<file path="config.mk">
export PLATFORM = sky130hd
export DESIGN_NAME = axis_histogram_multi_flat
export DESIGN_NICKNAME = d
export VERILOG_FILES = /design/src/rtl/axis_histogram_pkg.sv /design/src/rtl/axis_histogram_multi_if.sv /design/src/rtl/axis_histogram_bin.sv /design/src/rtl/axis_histogram_multi.sv /design/src/flat_wrapper.sv
export SDC_FILE = /design/constraint.sdc
export NUM_CORES = 1
export LEC_CHECK = 0
export ABC_CLOCK_PERIOD_IN_PS = 3900
export CAP_MARGIN = 5
export CORE_ASPECT_RATIO = 0.6
export CORE_MARGIN = 4
export CORE_UTILIZATION = 49
export CTS_BUF_LIST = sky130_fd_sc_hd__clkbuf_2
export DETAILED_ROUTE_END_ITERATION = 7
export PLACE_DENSITY = 0.87
export SETUP_SLACK_MARGIN = 0.02
export SLEW_MARGIN = 5
export SYNTH_ARGS = -nofsm -noshare
export SYNTH_HDL_FRONTEND = slang
export SYNTH_HIERARCHICAL = 1
export SYNTH_SLANG_ARGS = --single-unit
</file>
<file path="constraint.sdc">
create_clock -name aclk -period 3.9 [get_ports aclk]
set_clock_uncertainty 0.15 [all_clocks]
set_input_delay 0.39 -clock aclk [delete_from_list [all_inputs] [get_ports aclk]]
set_output_delay 0.39 -clock aclk [all_outputs]
set_load 0.005 [all_outputs]
</file>
<file path="src/rtl/axis_histogram_pkg.sv">
// Shared types and helpers for the multi-channel AXI-Stream histogrammer.
// Holds the controller state encoding and the bin clamp / address helpers.
package axis_histogram_pkg;

    typedef enum logic [1:0] {
        ST_CLEAR,
        ST_RUN,
        ST_DRAIN
    } state_t;

    function automatic logic [31:0] clamp_bin(
        input logic [31:0] v,
        input int unsigned bw
    );
        logic [31:0] lim;
        lim = (32'd1 << bw) - 32'd1;
        return (v > lim) ? lim : v;
    endfunction

    function automatic logic [31:0] make_addr(
        input logic [31:0] chan,
        input logic [31:0] bin,
        input int unsigned bw
    );
        return (chan << bw) | bin;
    endfunction

endpackage

</file>
<file path="src/rtl/axis_histogram_multi_if.sv">
// AXI-Stream sample bus: unsigned sample, channel id in tuser.
// Master drives data/valid, slave answers with ready.
interface axis_histogram_multi_if #(
    parameter int DATA_W = 16,
    parameter int USER_W = 2
) ();

    logic [DATA_W-1:0] tdata;
    logic [USER_W-1:0] tuser;
    logic              tvalid;
    logic              tready;

    modport master (
        output tdata, tuser, tvalid,
        input  tready
    );

    modport slave (
        input  tdata, tuser, tvalid,
        output tready
    );

endinterface

</file>
<file path="src/rtl/axis_histogram_bin.sv">
// Maps a sample to its memory address: shift, clamp to the last bin,
// then prepend the channel id.
module axis_histogram_bin
    import axis_histogram_pkg::*;
#(
    parameter int DW = 16,
    parameter int CW = 2,
    parameter int BW = 12
) (
    input  logic [DW-1:0]    tdata,
    input  logic [CW-1:0]    chan,
    input  logic [4:0]       shift,
    output logic [CW+BW-1:0] addr
);

    logic [31:0] shifted;
    logic [31:0] bin;

    // Purely combinational bin/address computation
    always_comb begin
        shifted = 32'(tdata) >> shift;
        bin     = clamp_bin(shifted, BW);
        addr    = (CW+BW)'(make_addr(32'(chan), bin, BW));
    end

endmodule

</file>
<file path="src/rtl/axis_histogram_multi.sv">
// Multi-channel histogram: clear sweep, 3-stage read-modify-write
// into an external dual-port BRAM with forwarding and saturation.
module axis_histogram_multi
    import axis_histogram_pkg::*;
#(
    parameter int AXIS_TDATA_WIDTH = 16,
    parameter int CHAN_WIDTH       = 2,
    parameter int BIN_WIDTH        = 12,
    parameter int BRAM_DATA_WIDTH  = 32,
    localparam int BRAM_ADDR_WIDTH = CHAN_WIDTH + BIN_WIDTH
) (
    input  logic                       aclk,
    input  logic                       areset,
    input  logic [4:0]                 cfg_shift,
    input  logic                       cfg_clear,
    output logic                       sts_busy,
    axis_histogram_multi_if.slave      s_axis,
    output logic                       bram_porta_clk,
    output logic [BRAM_ADDR_WIDTH-1:0] bram_porta_addr,
    output logic [BRAM_DATA_WIDTH-1:0] bram_porta_wrdata,
    output logic                       bram_porta_we,
    output logic                       bram_portb_clk,
    output logic [BRAM_ADDR_WIDTH-1:0] bram_portb_addr,
    input  logic [BRAM_DATA_WIDTH-1:0] bram_portb_rddata
);

    localparam int AW = BRAM_ADDR_WIDTH;
    localparam int DW = BRAM_DATA_WIDTH;

    state_t          state_q, state_d;
    logic [AW-1:0]   clr_addr_q, clr_addr_d;
    logic            drain_q, drain_d;
    logic            init_q, init_d;
    logic            s1_valid_q, s1_valid_d;
    logic [AW-1:0]   s1_addr_q, s1_addr_d;
    logic            s2_valid_q, s2_valid_d;
    logic [AW-1:0]   s2_addr_q, s2_addr_d;
    logic            lst_valid_q, lst_valid_d;
    logic [AW-1:0]   lst_addr_q, lst_addr_d;
    logic [DW-1:0]   lst_data_q, lst_data_d;

    logic [AW-1:0]   bin_addr;
    logic [DW-1:0]   operand;
    logic            sat;
    logic            rdy;
    logic            busy;

    axis_histogram_bin #(
        .DW (AXIS_TDATA_WIDTH),
        .CW (CHAN_WIDTH),
        .BW (BIN_WIDTH)
    ) u_bin (
        .tdata (s_axis.tdata),
        .chan  (s_axis.tuser),
        .shift (cfg_shift),
        .addr  (bin_addr)
    );

    assign bram_porta_clk  = aclk;
    assign bram_portb_clk  = aclk;
    assign bram_portb_addr = s1_addr_q;
    assign s_axis.tready   = rdy;
    assign sts_busy        = busy;

    // Controller, write-port mux and pipeline next-state
    always_comb begin
        operand = (lst_valid_q && lst_addr_q == s2_addr_q)
                ? lst_data_q : bram_portb_rddata;
        sat     = &operand;

        state_d    = state_q;
        clr_addr_d = clr_addr_q;
        drain_d    = drain_q;
        init_d     = 1'b1;
        rdy        = 1'b0;
        busy       = 1'b1;

        bram_porta_addr   = s2_addr_q;
        bram_porta_wrdata = operand + DW'(1);
        bram_porta_we     = s2_valid_q && !sat;

        unique case (state_q)
            ST_CLEAR: begin
                bram_porta_addr   = clr_addr_q;
                bram_porta_wrdata = '0;
                bram_porta_we     = init_q;
                if (init_q) begin
                    clr_addr_d = clr_addr_q + AW'(1);
                    if (&clr_addr_q) state_d = ST_RUN;
                end
            end
            ST_RUN: begin
                rdy  = 1'b1;
                busy = 1'b0;
                if (cfg_clear) begin
                    state_d = ST_DRAIN;
                    drain_d = 1'b0;
                end
            end
            ST_DRAIN: begin
                drain_d = 1'b1;
                if (drain_q) begin
                    state_d    = ST_CLEAR;
                    clr_addr_d = '0;
                end
            end
            default: state_d = ST_CLEAR;
        endcase

        s1_valid_d  = s_axis.tvalid && rdy;
        s1_addr_d   = s1_valid_d ? bin_addr : s1_addr_q;
        s2_valid_d  = s1_valid_q;
        s2_addr_d   = s1_addr_q;
        lst_valid_d = s2_valid_q;
        lst_addr_d  = s2_addr_q;
        lst_data_d  = sat ? operand : operand + DW'(1);
    end

    // State and pipeline registers with synchronous reset
    always_ff @(posedge aclk) begin
        if (areset) begin
            state_q     <= ST_CLEAR;
            clr_addr_q  <= '0;
            drain_q     <= 1'b0;
            init_q      <= 1'b0;
            s1_valid_q  <= 1'b0;
            s1_addr_q   <= '0;
            s2_valid_q  <= 1'b0;
            s2_addr_q   <= '0;
            lst_valid_q <= 1'b0;
            lst_addr_q  <= '0;
            lst_data_q  <= '0;
        end else begin
            state_q     <= state_d;
            clr_addr_q  <= clr_addr_d;
            drain_q     <= drain_d;
            init_q      <= init_d;
            s1_valid_q  <= s1_valid_d;
            s1_addr_q   <= s1_addr_d;
            s2_valid_q  <= s2_valid_d;
            s2_addr_q   <= s2_addr_d;
            lst_valid_q <= lst_valid_d;
            lst_addr_q  <= lst_addr_d;
            lst_data_q  <= lst_data_d;
        end
    end

endmodule

</file>
<file path="src/flat_wrapper.sv">
// flat-port wrapper written by rule: the top's interface ports become plain ports
module axis_histogram_multi_flat import axis_histogram_pkg::*;
#(
    parameter int AXIS_TDATA_WIDTH = 16,
    parameter int CHAN_WIDTH       = 2,
    parameter int BIN_WIDTH        = 12,
    parameter int BRAM_DATA_WIDTH  = 32,
    localparam int BRAM_ADDR_WIDTH = CHAN_WIDTH + BIN_WIDTH
)
  (aclk, areset, cfg_shift, cfg_clear, sts_busy, bram_porta_clk, bram_porta_addr, bram_porta_wrdata, bram_porta_we, bram_portb_clk, bram_portb_addr, bram_portb_rddata, s_axis_tdata, s_axis_tuser, s_axis_tvalid, s_axis_tready);
  axis_histogram_multi_if #(.DATA_W(16), .USER_W(2)) s_axis_i ();
  input  logic aclk;
  input  logic areset;
  input  logic [4:0] cfg_shift;
  input  logic cfg_clear;
  output logic sts_busy;
  output logic bram_porta_clk;
  output logic [BRAM_ADDR_WIDTH-1:0] bram_porta_addr;
  output logic [BRAM_DATA_WIDTH-1:0] bram_porta_wrdata;
  output logic bram_porta_we;
  output logic bram_portb_clk;
  output logic [BRAM_ADDR_WIDTH-1:0] bram_portb_addr;
  input  logic [BRAM_DATA_WIDTH-1:0] bram_portb_rddata;
  input wire logic [$bits(s_axis_i.tdata)-1:0] s_axis_tdata;
  input wire logic [$bits(s_axis_i.tuser)-1:0] s_axis_tuser;
  input wire logic [$bits(s_axis_i.tvalid)-1:0] s_axis_tvalid;
  output wire logic [$bits(s_axis_i.tready)-1:0] s_axis_tready;
  assign s_axis_i.tdata = s_axis_tdata;
  assign s_axis_i.tuser = s_axis_tuser;
  assign s_axis_i.tvalid = s_axis_tvalid;
  assign s_axis_tready = s_axis_i.tready;
  axis_histogram_multi #(.AXIS_TDATA_WIDTH(AXIS_TDATA_WIDTH), .CHAN_WIDTH(CHAN_WIDTH), .BIN_WIDTH(BIN_WIDTH), .BRAM_DATA_WIDTH(BRAM_DATA_WIDTH)) u_core (.aclk(aclk), .areset(areset), .cfg_shift(cfg_shift), .cfg_clear(cfg_clear), .sts_busy(sts_busy), .s_axis(s_axis_i), .bram_porta_clk(bram_porta_clk), .bram_porta_addr(bram_porta_addr), .bram_porta_wrdata(bram_porta_wrdata), .bram_porta_we(bram_porta_we), .bram_portb_clk(bram_portb_clk), .bram_portb_addr(bram_portb_addr), .bram_portb_rddata(bram_portb_rddata));
endmodule
</file>
Word-level counts from Yosys, hierarchy flattened
Index checks and enable logic that the tools add are counted.
Widths: inputs -> output; s select.
{"block": "totals", "reg_bits": 95, "output_inout_bits": 65, "elab_cells": 54}
{"block": "op_classes", "n_addsub": 2, "n_lt_le_gt_ge": 1, "n_eq_ne": 7, "shift": 1, "n_mux": 19, "bitwise_logic": 1, "reduce_logical": 12}
{"op": "$mux 32", "count": 3}
{"op": "$mux 14", "count": 4}
{"op": "$add 32x1->32 const B", "count": 1}
{"op": "$gt 32x12->1 const B", "count": 1}
{"op": "$reduce_and 32->1", "count": 1}
{"op": "$shr 16x5->32", "count": 1}
{"op": "$pmux 14 s2", "count": 1}
{"op": "$add 14x1->14 const B", "count": 1}
{"op": "$eq 14x14->1", "count": 1}
{"op": "$or 14x14->14", "count": 1}
{"op": "$reduce_and 14->1", "count": 1}
{"op": "$mux 2", "count": 4}
{"op": "$ne 2x1->1 const B", "count": 3}
{"op": "$pmux 2 s3", "count": 1}
{"op": "$mux 1", "count": 5}
{"op": "$reduce_and 4->1", "count": 1}
{"op": "$reduce_bool 2->1", "count": 2}
{"op": "$logic_and 1x1->1", "count": 3}
{"op": "$reduce_and 3->1", "count": 1}
{"op": "$eq 2x1->1 const B", "count": 1}
{"op": "$eq 2x2->1 const B", "count": 1}
{"op": "$logic_not 2->1", "count": 1}
{"op": "$ne 2x2->1 const B", "count": 1}
{"op": "$pmux 1 s2", "count": 1}
{"op": "2 further kinds", "count": 2}

Logic depth before layout (Yosys ltp)
Gate-level depths: netlist (run 1).
{"block": "depth", "word_depth": 7, "mapped_depth": 15, "depth_no_buf": 12}

Modules after synthesis
Netlist (run 1), hierarchy kept.
{"module": "axis_histogram_multi", "n_inst": 1, "cells_each": 635, "area_per_inst_um2": 5320.1}
{"module": "axis_histogram_bin", "n_inst": 1, "cells_each": 100, "area_per_inst_um2": 845.8}

==> results.cfg, run 1 <==
[critical_path]
r2r_end = u_core/lst_data_q[18]$_SDFF_PP0_
ff2ff_path_depth = 15
critPathRequiredTime_ns = 3.36
critPathKind = reg -> out
path_max_fanout = 3
critPathArrivalTime_ns = 3.88
cp-end-kind = output port
timing.rr.start = u_core/lst_addr_d[10]$_SDFF_PP0_
start_kind = register
rrSetupSlack_ns = 0.11

[die]
die_y_um = 94.9
die-area_um2 = 14500
core_area_um2 = 12200
num_rows = 31
initial_utilization_pct = 50.6
die_w_um = 153
ios = 124

[timing]
worst_slack_ns = -0.520
finalSetupViolCount = 21
drv_slew = 0
rsz0062_at_grt = true
worstMarginPinSlew_ns = 0.780
max_freq_mhz = 226
hold_violations = 0
timing.final.crit_share_pct = 113
post-route-min-period_ns = 4.42
relSlewSlack_pct = 47.5
hold_ws_ns = 0.139

[synth]
synthArstFlopShare_pct = 0
yosys-top-cells-area = dfxtp_1, xnor2_1, xor2_1
yosysUniqueCellTypes = 63
synth.cell_area_um2 = 6170
synth.avg_cell_area_um2 = 8.39
synth_warnings = 6
synth.ff_latch_count = 95
synth_compound_area_share_pct = 13.8
yosysTopAreaCellShare_pct = 30.8
ys_seq_area_share_pct = 30.8
synth_nets = 796
synth_edf_count = 0
synth-adder-area-share_pct = 0.406
synth_ff_type = dfxtp_1
yosys.area.top_type = dfxtp_1
syn_inst = 735
synth.area.mux_share_pct = 10.8
synth_xor_area_share_pct = 11.5
synth-simple-area-share_pct = 28.0
synth_top_family_by_area = simple AND/OR/NAND/NOR gates

[worst_hold_path]
worstHoldStart = cfg_clear
worstHoldPathType = in -> reg
hold_end = u_core/drain_q$_SDFFE_PP0P_
hold_depth = 2

[routing]
ant_nets = 0
drt_iter0_markers = 1366
vias = 7323
wirelength_um = 25800
drt_pre_antenna_iters = 8
wl_per_cell_um = 23.2
vias_per_cell = 6.57
drc = 10

[finish]
multi_input_area_um2 = 4490
mostFrequentLayoutCell = buf_4
ff_latch_area_um2 = 1920
fillers = 783
drive_above_1_share_pct = 31.0
area_growth_pct = 44.5
final_cell_mix = buf_4, clkdlybuf4s50_1, dfxtp_1
final_nets = 1005

[status]
outcome = complete, but fails checks
violations = DRC, setup timing

[placed_design]
portBuffers = 123
dp_hpwl_um = 15800
post-place-ws_ns = -0.143
globalplace.congestion = 1.01

[global_route]
grt_start_max_net_pins = 40
grt_pass1_wl_um = 34500
grt_antenna_before_repair = 1
first_global_vias = 6445
grt-ovfl-total = 0
grt_use_total_pct = 30.6

[power]
ir_drop_mv = 0.238
leakage_uw = 0.00352
p_per_area_nw_per_um2 = 225
power.total_uw = 2000

[clock_network]
clk_pin_slew_worst_paths_ns = 0.28
cts_tree = built
worst_skew_pair.late_latency_ns = 0.70

[flow_run]
drv_cap = 0
==> cells in the mapped netlist (5+ instances only) <==
| cell | number |
|---|---|
| dfxtp_1 | 95 |
| nor2_1 | 72 |
| nand2_1 | 56 |
| xnor2_1 | 43 |
| nand3_1 | 40 |
| xor2_1 | 38 |
| nor3_1 | 36 |
| nor2b_1 | 34 |
| clkbuf_1 | 31 |
| nand4_1 | 25 |
| mux2_2 | 21 |
| a211oi_1 | 19 |
| mux2i_1 | 19 |
| a21oi_1 | 14 |
| nor4_1 | 14 |
| o22a_1 | 14 |
| o21ai_0 | 12 |
| a21oi_2 | 11 |
| and3_1 | 11 |
| inv_1 | 10 |
| o21ai_1 | 10 |
| mux4_2 | 9 |
| and4_1 | 8 |
| buf_2 | 8 |
| a311oi_1 | 7 |
| o31ai_1 | 5 |
| or3_1 | 5 |
==> registers in the layout, summed over array words and instances, names as in the netlist <==
register / flops
u_core/bram_portb_addr: 14
u_core/clr_addr_q: 14
u_core/lst_addr_d: 14
u_core/lst_data_q: 32
u_core/drain_q: 1
u_core/lst_valid_d: 1
u_core/s1_valid_q: 1
u_core/lst_addr_q: 14
u_core/state_q: 2
u_core/lst_valid_q: 1
u_core/init_q: 1
==> critical path, stage by stage, from the launching register on <==
cell     delay (ns)
dfxtp_2        0.39
xnor2_2        0.19
nand4_1        0.18
buf_4          0.19
nor4_4         0.35
nand2_1        0.12
nand2_2        0.11
ha_4           0.16
nand4_4        0.12
or3_4          0.42
or3_4          0.40
nor2_4         0.13
mux2i_4        0.09
a22o_1         0.21
buf_2          0.14
==> routing by layer <==
layer / wire [um] / up-vias / GRT usage (%)
met5: 15 / - / 3.40
met4: 1540 / 2 / 9.79
met3: 3870 / 215 / 14.4
met2: 10500 / 656 / 42.3
met1: 9940 / 3366 / 41.7
li1: - / 3084 / -
==> repair_timing <==
item / in CTS / in global routing
hold buffers: 0 / 1
setup buffers: 46 / 14
gates cloned: 0 / 0
pin swaps: 47 / 33
endpoints found under the hold margin: 0 / 1
setup endpoints to repair: 20 / 26
resized for setup: 136 / 41
==> kinds of logic (layout without fill, tap and decap cells) <==
| group | count (synthesis) | in the layout |
|---|---|---|
| AO/OA/AOI/OAI | 118 | 118 |
| XOR/XNOR | 81 | 81 |
| adder cells (fa/ha/maj) | 2 | 2 |
| buffers and inverters | 61 | 275 |
| flip-flops | 95 | 95 |
| multiplexers | 51 | 51 |
| other | 0 | 1 |
| AND/OR/NAND/NOR | 327 | 327 |
==> through the flow <==
| stage | cells | TNS, ns | instance area (um^2) | util [%] |
|---|---|---|---|---|
| after floorplan | 735 | 0 | 6170 | - |
| after global placement | 1040 | -0.0511 | 7870 | 64.6 |
| after detailed placement | 1040 | -0.511 | 7870 | 64.6 |
| after CTS | 1105 | -2.39 | 8660 | 71.1 |
| after global routing | 1114 | -8.14 | 8910 | 73.1 |
| final | 1115 | -5.61 | 8910 | 73.2 |
==> layout make-up <==
cell class                 instances  area share, %
multi-input combinational        579           50.4
clock inverter                     6          0.758
timing repair buffer             241           23.5
tap                              165           2.32
antenna                            1         0.0281
clock buffer                      16           1.01
inverter                          12          0.506
sequential                        95           21.6
==> worst max path at each step <==
stage | startpoint | end | depth (start not counted)
finish | u_core/lst_addr_d[10]$_SDFF_PP0_ | bram_porta_we | 14
global route | u_core/lst_addr_d[10]$_SDFF_PP0_ | bram_porta_wrdata[28] | 15
CTS | u_core/lst_addr_d[9]$_SDFF_PP0_ | bram_porta_we | 14
detailed placement | u_core/lst_addr_d[10]$_SDFF_PP0_ | bram_porta_wrdata[30] | 14
global placement | u_core/lst_addr_d[9]$_SDFF_PP0_ | bram_porta_wrdata[30] | 14
floorplan | u_core/lst_addr_d[13]$_SDFF_PP0_ | bram_porta_we | 14
==> where the power goes <==
part           internal [uW]  leakage [uW]  total, uW  switching (uW)
registers                996      0.000783       1030            32.8
logic                    174       0.00264        368             194
clock network            219      0.000100        605             387
No activity file was read; power rests on OpenSTA's default activity.
==> run 2, diff against run 1 <==
- CORE_UTILIZATION: 49 -> 60
- DONT_BUFFER_PORTS: default -> 1
- PLACE_DENSITY: 0.87 -> 0.86
==> run 2 against run 1 <==
Compared with the run above: hold slack worse by 0.10 ns; die area down 17%; the flow finishes with violations (setup timing); first-iteration DRC count down 8.1%; count of clock-buffer cells in the layout down 7; via count down 10%; utilization up 0.76 points; final cell count down 17%; worst setup slack better by 0.12 ns; combinational power down 27%; non-clock buffer count down 151; cell area down 17%; total power down 8.6%; largest cell class unchanged.
==> results.cfg, run 2 (synthesized netlist as in run 1, its figures left out) <==
[clock_network]
clk_pin_slew_worst_paths_ns = 0.29
cts.path.max_buffers = 2
cts_sinks = 95
cts_tree = built
cts_root_buf = clkbuf_2
worst_skew_pair.late_latency_ns = 0.61
numCtsBuffers = 9
h-tree-depth = 3

[finish]
final_cell_mix = dfxtp_1, nor2_1, nand2_1
multi_input_area_um2 = 4270
ff_latch_area_um2 = 1930
final_nets = 848
area_growth_pct = 19.3
largest_register_ffs = 32
fillers = 645
drive_above_1_share_pct = 21.6
regMostFlops = u_core/lst_data_q
mostFrequentLayoutCell = dfxtp_1
design_area_um2 = 7350

[timing]
finalSetupViolCount = 11
hold_violations = 0
drv_slew = 0
worstMarginPinSlew_ns = 1.11
worst_slack_ns = -0.403
timing.final.crit_share_pct = 110
max_freq_mhz = 232
rsz0062_at_grt = true
relSlewSlack_pct = 25.7
post-route-min-period_ns = 4.30

[routing]
ant_nets = 0
drc = 0
wl_per_cell_um = 23.9
vias = 6562
vias_per_cell = 7.07
drt_pre_antenna_iters = 7
drt_iter0_markers = 1255
wirelength_um = 22200

[critical_path]
critPathRequiredTime_ns = 3.36
timing.rr.start = u_core/lst_addr_d[11]$_SDFF_PP0_
path_max_fanout = 3
start_kind = register
cp-end-kind = output port
critPathArrivalTime_ns = 3.76
startpoint = u_core/lst_addr_d[11]$_SDFF_PP0_
ff2ff_path_depth = 15
critPathKind = reg -> out

[die]
initial_utilization_pct = 62.0
num_rows = 28
ios = 124
die_w_um = 139
die_y_um = 86.5
die-area_um2 = 12000
core_area_um2 = 9950

[power]
power.total_uw = 1830
ir_drop_mv = 0.158
leakage_uw = 0.00268
p_per_area_nw_per_um2 = 249

[status]
violations = setup timing
outcome = complete, but fails checks

[global_route]
first_global_vias = 5828
grt_antenna_before_repair = 2
grt_use_total_pct = 33.2
grt_pass1_wl_um = 31800
grt_start_max_net_pins = 66
grt-ovfl-total = 0

[placed_design]
placed_area_um2 = 6230
dp_hpwl_um = 14400
post-place-ws_ns = 0.0710
globalplace.congestion = 0.966
portBuffers = 0

[flow_run]
drv_cap = 0

[worst_hold_path]
worstHoldPathType = in -> reg
hold_depth = 3
worstHoldStart = cfg_shift[1]
==> run 2: cell types whose count changed in the layout (fill, tap and decap cells not counted), moves of 5 or more <==
cell / previous run / this run
clkdlybuf4s50_1: 103 / 0
xnor2_2: 19 / 12
buf_2: 16 / 0
clkbuf_2: 14 / 9
buf_4: 110 / 47
xnor2_1: 24 / 31
dlygate4sd3_1: 1 / 40
nand3_1: 33 / 39
buf_6: 6 / 1
==> run 2: layer usage <==
layer	track usage [%]	up-vias	part of all wire, %
met4	8.35	2	5.0
li1	-	2777	-
met3	14.2	163	16
met2	46.5	645	40
met5	0	-	0.054
met1	47.1	2975	39
==> run 2: critical path: stages, from the launching register on <==
cell     delay [ns]
dfxtp_4        0.43
xnor2_2        0.15
nand4_1        0.15
buf_4          0.17
nor4_4         0.35
nand2_1        0.11
nand2_2        0.11
ha_4           0.17
nand4_4        0.12
or3_4          0.42
or3_4          0.42
nor2_4         0.16
mux2i_4        0.11
a22o_1         0.28
==> run 2: worst paths after layout <==
check,end,slack [ns]
hold reg to reg,u_core/lst_valid_d$_SDFF_PP0_,0.32
setup reg to reg,u_core/lst_data_q[4]$_SDFF_PP0_,0.21
setup / recovery,bram_porta_we,-0.40
hold / removal,u_core/bram_portb_addr[11]$_SDFFE_PP0P_,0.04
==> run 2: timing repair <==
action / CTS / global route
buffers inserted: 22 / 11
endpoints found under the hold margin: 83 / 11
setup endpoints to repair: 13 / 16
gates resized for setup: 43 / 29
pin swaps: 24 / 27
hold buffers: 32 / 11
==> run 2: layout make-up <==
| class | instances | share of cell area, % |
|---|---|---|
| Multi-Input combinational cell | 579 | 58.0 |
| Sequential cell | 95 | 26.2 |
| Clock buffer | 9 | 0.612 |
| Timing Repair Buffer | 90 | 11.0 |
| Inverter | 12 | 0.612 |
| Clock inverter | 7 | 1.19 |
| Antenna cell | 1 | 0.0340 |
| Tap cell | 135 | 2.30 |
==> run 2: per-stage QoR <==
stage               instances  setup TNS, ns  utilization [%]  hold WS, ns
floorplan                 735              0                -        0.264
global placement          837              0             62.6        0.240
detailed placement        837              0             62.6        0.240
CTS                       907          -1.21             70.7     0.000163
global route              928          -5.77             73.9      -0.0113
finish                    928          -2.69             73.9       0.0387
==> run 2: power breakdown <==
part | internal, uW | switching, uW | total, uW
sequential | 994 | 30.3 | 1020
combinational | 126 | 140 | 267
clock | 163 | 375 | 538
==> run 3, diff against run 2 <==
--- a/config.mk
+++ b/config.mk
@@ -6,4 +6,5 @@
 export NUM_CORES = 1
 export LEC_CHECK = 0
+export ABC_AREA = 1
 export ABC_CLOCK_PERIOD_IN_PS = 3900
 export CAP_MARGIN = 5
--- a/constraint.sdc
+++ b/constraint.sdc
@@ -3,3 +3,3 @@
 set_input_delay 0.39 -clock aclk [delete_from_list [all_inputs] [get_ports aclk]]
 set_output_delay 0.39 -clock aclk [all_outputs]
-set_load 0.005 [all_outputs]
+set_load 0.05 [all_outputs]
==> run 3 against run 2 <==
Compared with the run above: cell area is 4.3% lower; count of clock-buffer cells in the layout is the same; critical path type unchanged; flip-flop and latch count unchanged; critical path depth rose by 7; hold slack worse by 0.023 ns; the flow now finishes without violations; highest routed layer unchanged; critical endpoint is now bram_porta_wrdata[24]; clock power down 14%; register-to-register slack improved by 0.27 ns; largest power group unchanged; final cell count increased by 23%.
==> results.cfg, run 3 <==
[die]
die_w_um = 139
die-area_um2 = 12000
core_area_um2 = 9950
initial_utilization_pct = 62.0
ios = 124
num_rows = 28
die_y_um = 86.6

[synth]
synth_compound_area_share_pct = 9.14
synth_ff_type = dfxtp_1
synth.most_common_cell = nand2_1
synth.avg_cell_area_um2 = 6.39
yosys-top-cells-area = dfxtp_1, nand2_1, nand3_1
synth.ff_latch_count = 95
yosysUniqueCellTypes = 40
syn_inst = 966
synth.cell_area_um2 = 6170
yosysTopAreaCellShare_pct = 30.8
synth_top_family_by_area = simple AND/OR/NAND/NOR gates
ys_seq_area_share_pct = 30.8
synth_warnings = 6
synth_common_cells = nand2_1, nor2_1, inv_1
synth_nets = 1027
synth-simple-area-share_pct = 45.7
synth.area.mux_share_pct = 0
synth_xor_area_share_pct = 2.41
synth_edf_count = 0
synthArstFlopShare_pct = 0
yosys.area.top_type = dfxtp_1
synth-adder-area-share_pct = 0.405

[critical_path]
path_max_fanout = 7
ff2ff_path_depth = 18
critPathArrivalTime_ns = 3.27
critPathRequiredTime_ns = 3.36
cp-end-kind = output port
start_kind = register
critPathKind = reg -> out

[timing]
timing.final.crit_share_pct = 97.8
finalSetupViolCount = 0
post-route-min-period_ns = 3.81
tns_ns = 0
relSlewSlack_pct = 26.0
hold_violations = 0
worst_slack_ns = 0.0874
worstMarginPinSlew_ns = 1.11
max_freq_mhz = 262
hold_ws_ns = 0.0159
rsz0062_at_grt = true
drv_slew = 0

[routing]
drt_pre_antenna_iters = 8
wl_per_cell_um = 16.2
vias_per_cell = 5.60
vias = 6383
wirelength_um = 18500
drt_iter0_markers = 855
ant_nets = 0
drc = 0

[global_route]
grt_most_used_layer = met1
first_global_vias = 5391
grt_util_met2_pct = 36.9
grt_antenna_before_repair = 2
grt_use_total_pct = 28.5
grt-ovfl-total = 0
grt_start_max_net_pins = 58
use_met1_pct = 45.5
grt_pass1_wl_um = 27800
grt_use_met3_pct = 9.10

[placed_design]
globalplace.congestion = 1.02
placed_area_um2 = 6380
portBuffers = 0
dp_hpwl_um = 13500
placed_cells = 1100
post-place-ws_ns = 0.459

[finish]
mostFrequentLayoutCell = nand2_1
final_cell_mix = nand2_1, inv_1, nor2_1
area_growth_pct = 14.0
fin_cells = 1140
largest_register_ffs = 32
drive_above_1_share_pct = 24.1
final_nets = 1056
regMostFlops = u_core/lst_data_q
design_area_um2 = 7040

[clock_network]
h-tree-depth = 3
cts_tree = built
cts_sinks = 95
worst_skew_pair.late_latency_ns = 0.59
cts_root_buf = clkbuf_2
numCtsBuffers = 9
cts.path.max_buffers = 2
clk_pin_slew_worst_paths_ns = 0.29

[power]
leakage_uw = 0.00323
ir_drop_mv = 0.135
p_per_area_nw_per_um2 = 246

[status]
outcome = completed

[flow_run]
drv_cap = 0

[worst_hold_path]
worstHoldPathType = in -> reg
hold_depth = 6
-- run 3: layer usage --
| layer | part of all wire (%) | vias up | wire length, um |
|---|---|---|---|
| met4 | 0.93 | 2 | 171 |
| met1 | 47 | 2888 | 8650 |
| met3 | 13 | 24 | 2410 |
| li1 | - | 3090 | - |
| met5 | 0.070 | - | 13 |
| met2 | 39 | 379 | 7210 |
-- run 3: cell families (layout without fill, tap and decap cells) --
family	after synthesis	after routing
AOI/OAI and AO/OA	84	84
xor gates and xnor gates	17	17
adders and majority gates	2	2
buffers and inverters	154	188
DFF	95	95
other	0	5
and+or+nand+nor	614	614
-- run 3: cell type report --
type                       instances  area (um^2)
antenna                            5         12.5
clock buffer                       9         45.0
clock inverter                     7         53.8
fill                             856         2910
inverter                         113          437
multi-input combinational        717         3800
sequential                        95         1910
tap                              135          169
timing repair buffer              59          609
-- run 3: through the flow --
| stage | total power, uW | util, % |
|---|---|---|
| after floorplan | 1330 | - |
| after global placement | 1240 | 64.1 |
| after detailed placement | 1240 | 64.1 |
| after CTS | 1710 | 66.5 |
| after global routing | 1810 | 70.7 |
| final | 1730 | 70.7 |
-- run 3: power by group --
group | switching, uW | internal [uW]
registers | 8.66 | 996
logic | 183 | 86.5
clock network | 368 | 92.9
total | 559 | 1180
-- run 3: critical path, stage by stage (launching register included) --
cell	delay (ns)
dfxtp_2	0.39
inv_1	0.07
nand2_1	0.09
nand2_1	0.06
nor2_1	0.16
nand2_1	0.07
nor2_1	0.08
nand2_1	0.11
nand2_1	0.11
o21ai_2	0.10
inv_1	0.09
ha_2	0.19
nand2_1	0.09
nor2_4	0.21
nand2_4	0.12
nor2_8	0.20
nand2_1	0.08
nand2_1	0.06
nand2_1	0.10
nor2_1	0.17
buf_6	0.18
-- run 3: path summary, 6_finish.rpt --
| path | startpoint | end | slack, ns |
|---|---|---|---|
| setup reg to reg | u_core/lst_addr_q[1]$_SDFF_PP0_ | u_core/lst_data_q[24]$_SDFF_PP0_ | 0.48 |
| setup / recovery | u_core/lst_addr_d[0]$_SDFF_PP0_ | bram_porta_wrdata[24] | 0.09 |
| hold / removal | bram_portb_rddata[21] | u_core/lst_data_q[21]$_SDFF_PP0_ | 0.02 |
| hold reg to reg | u_core/lst_valid_d$_SDFF_PP0_ | u_core/lst_valid_q$_SDFF_PP0_ | 0.28 |
-- run 3: timing repair --
action | in CTS | in global routing
pin swaps | 1 | 12
gates resized for setup | 7 | 89
setup buffers | 2 | 7
hold buffers | 8 | 2
hold endpoints to repair | 73 | 2
setup endpoints to repair | 18 | 27
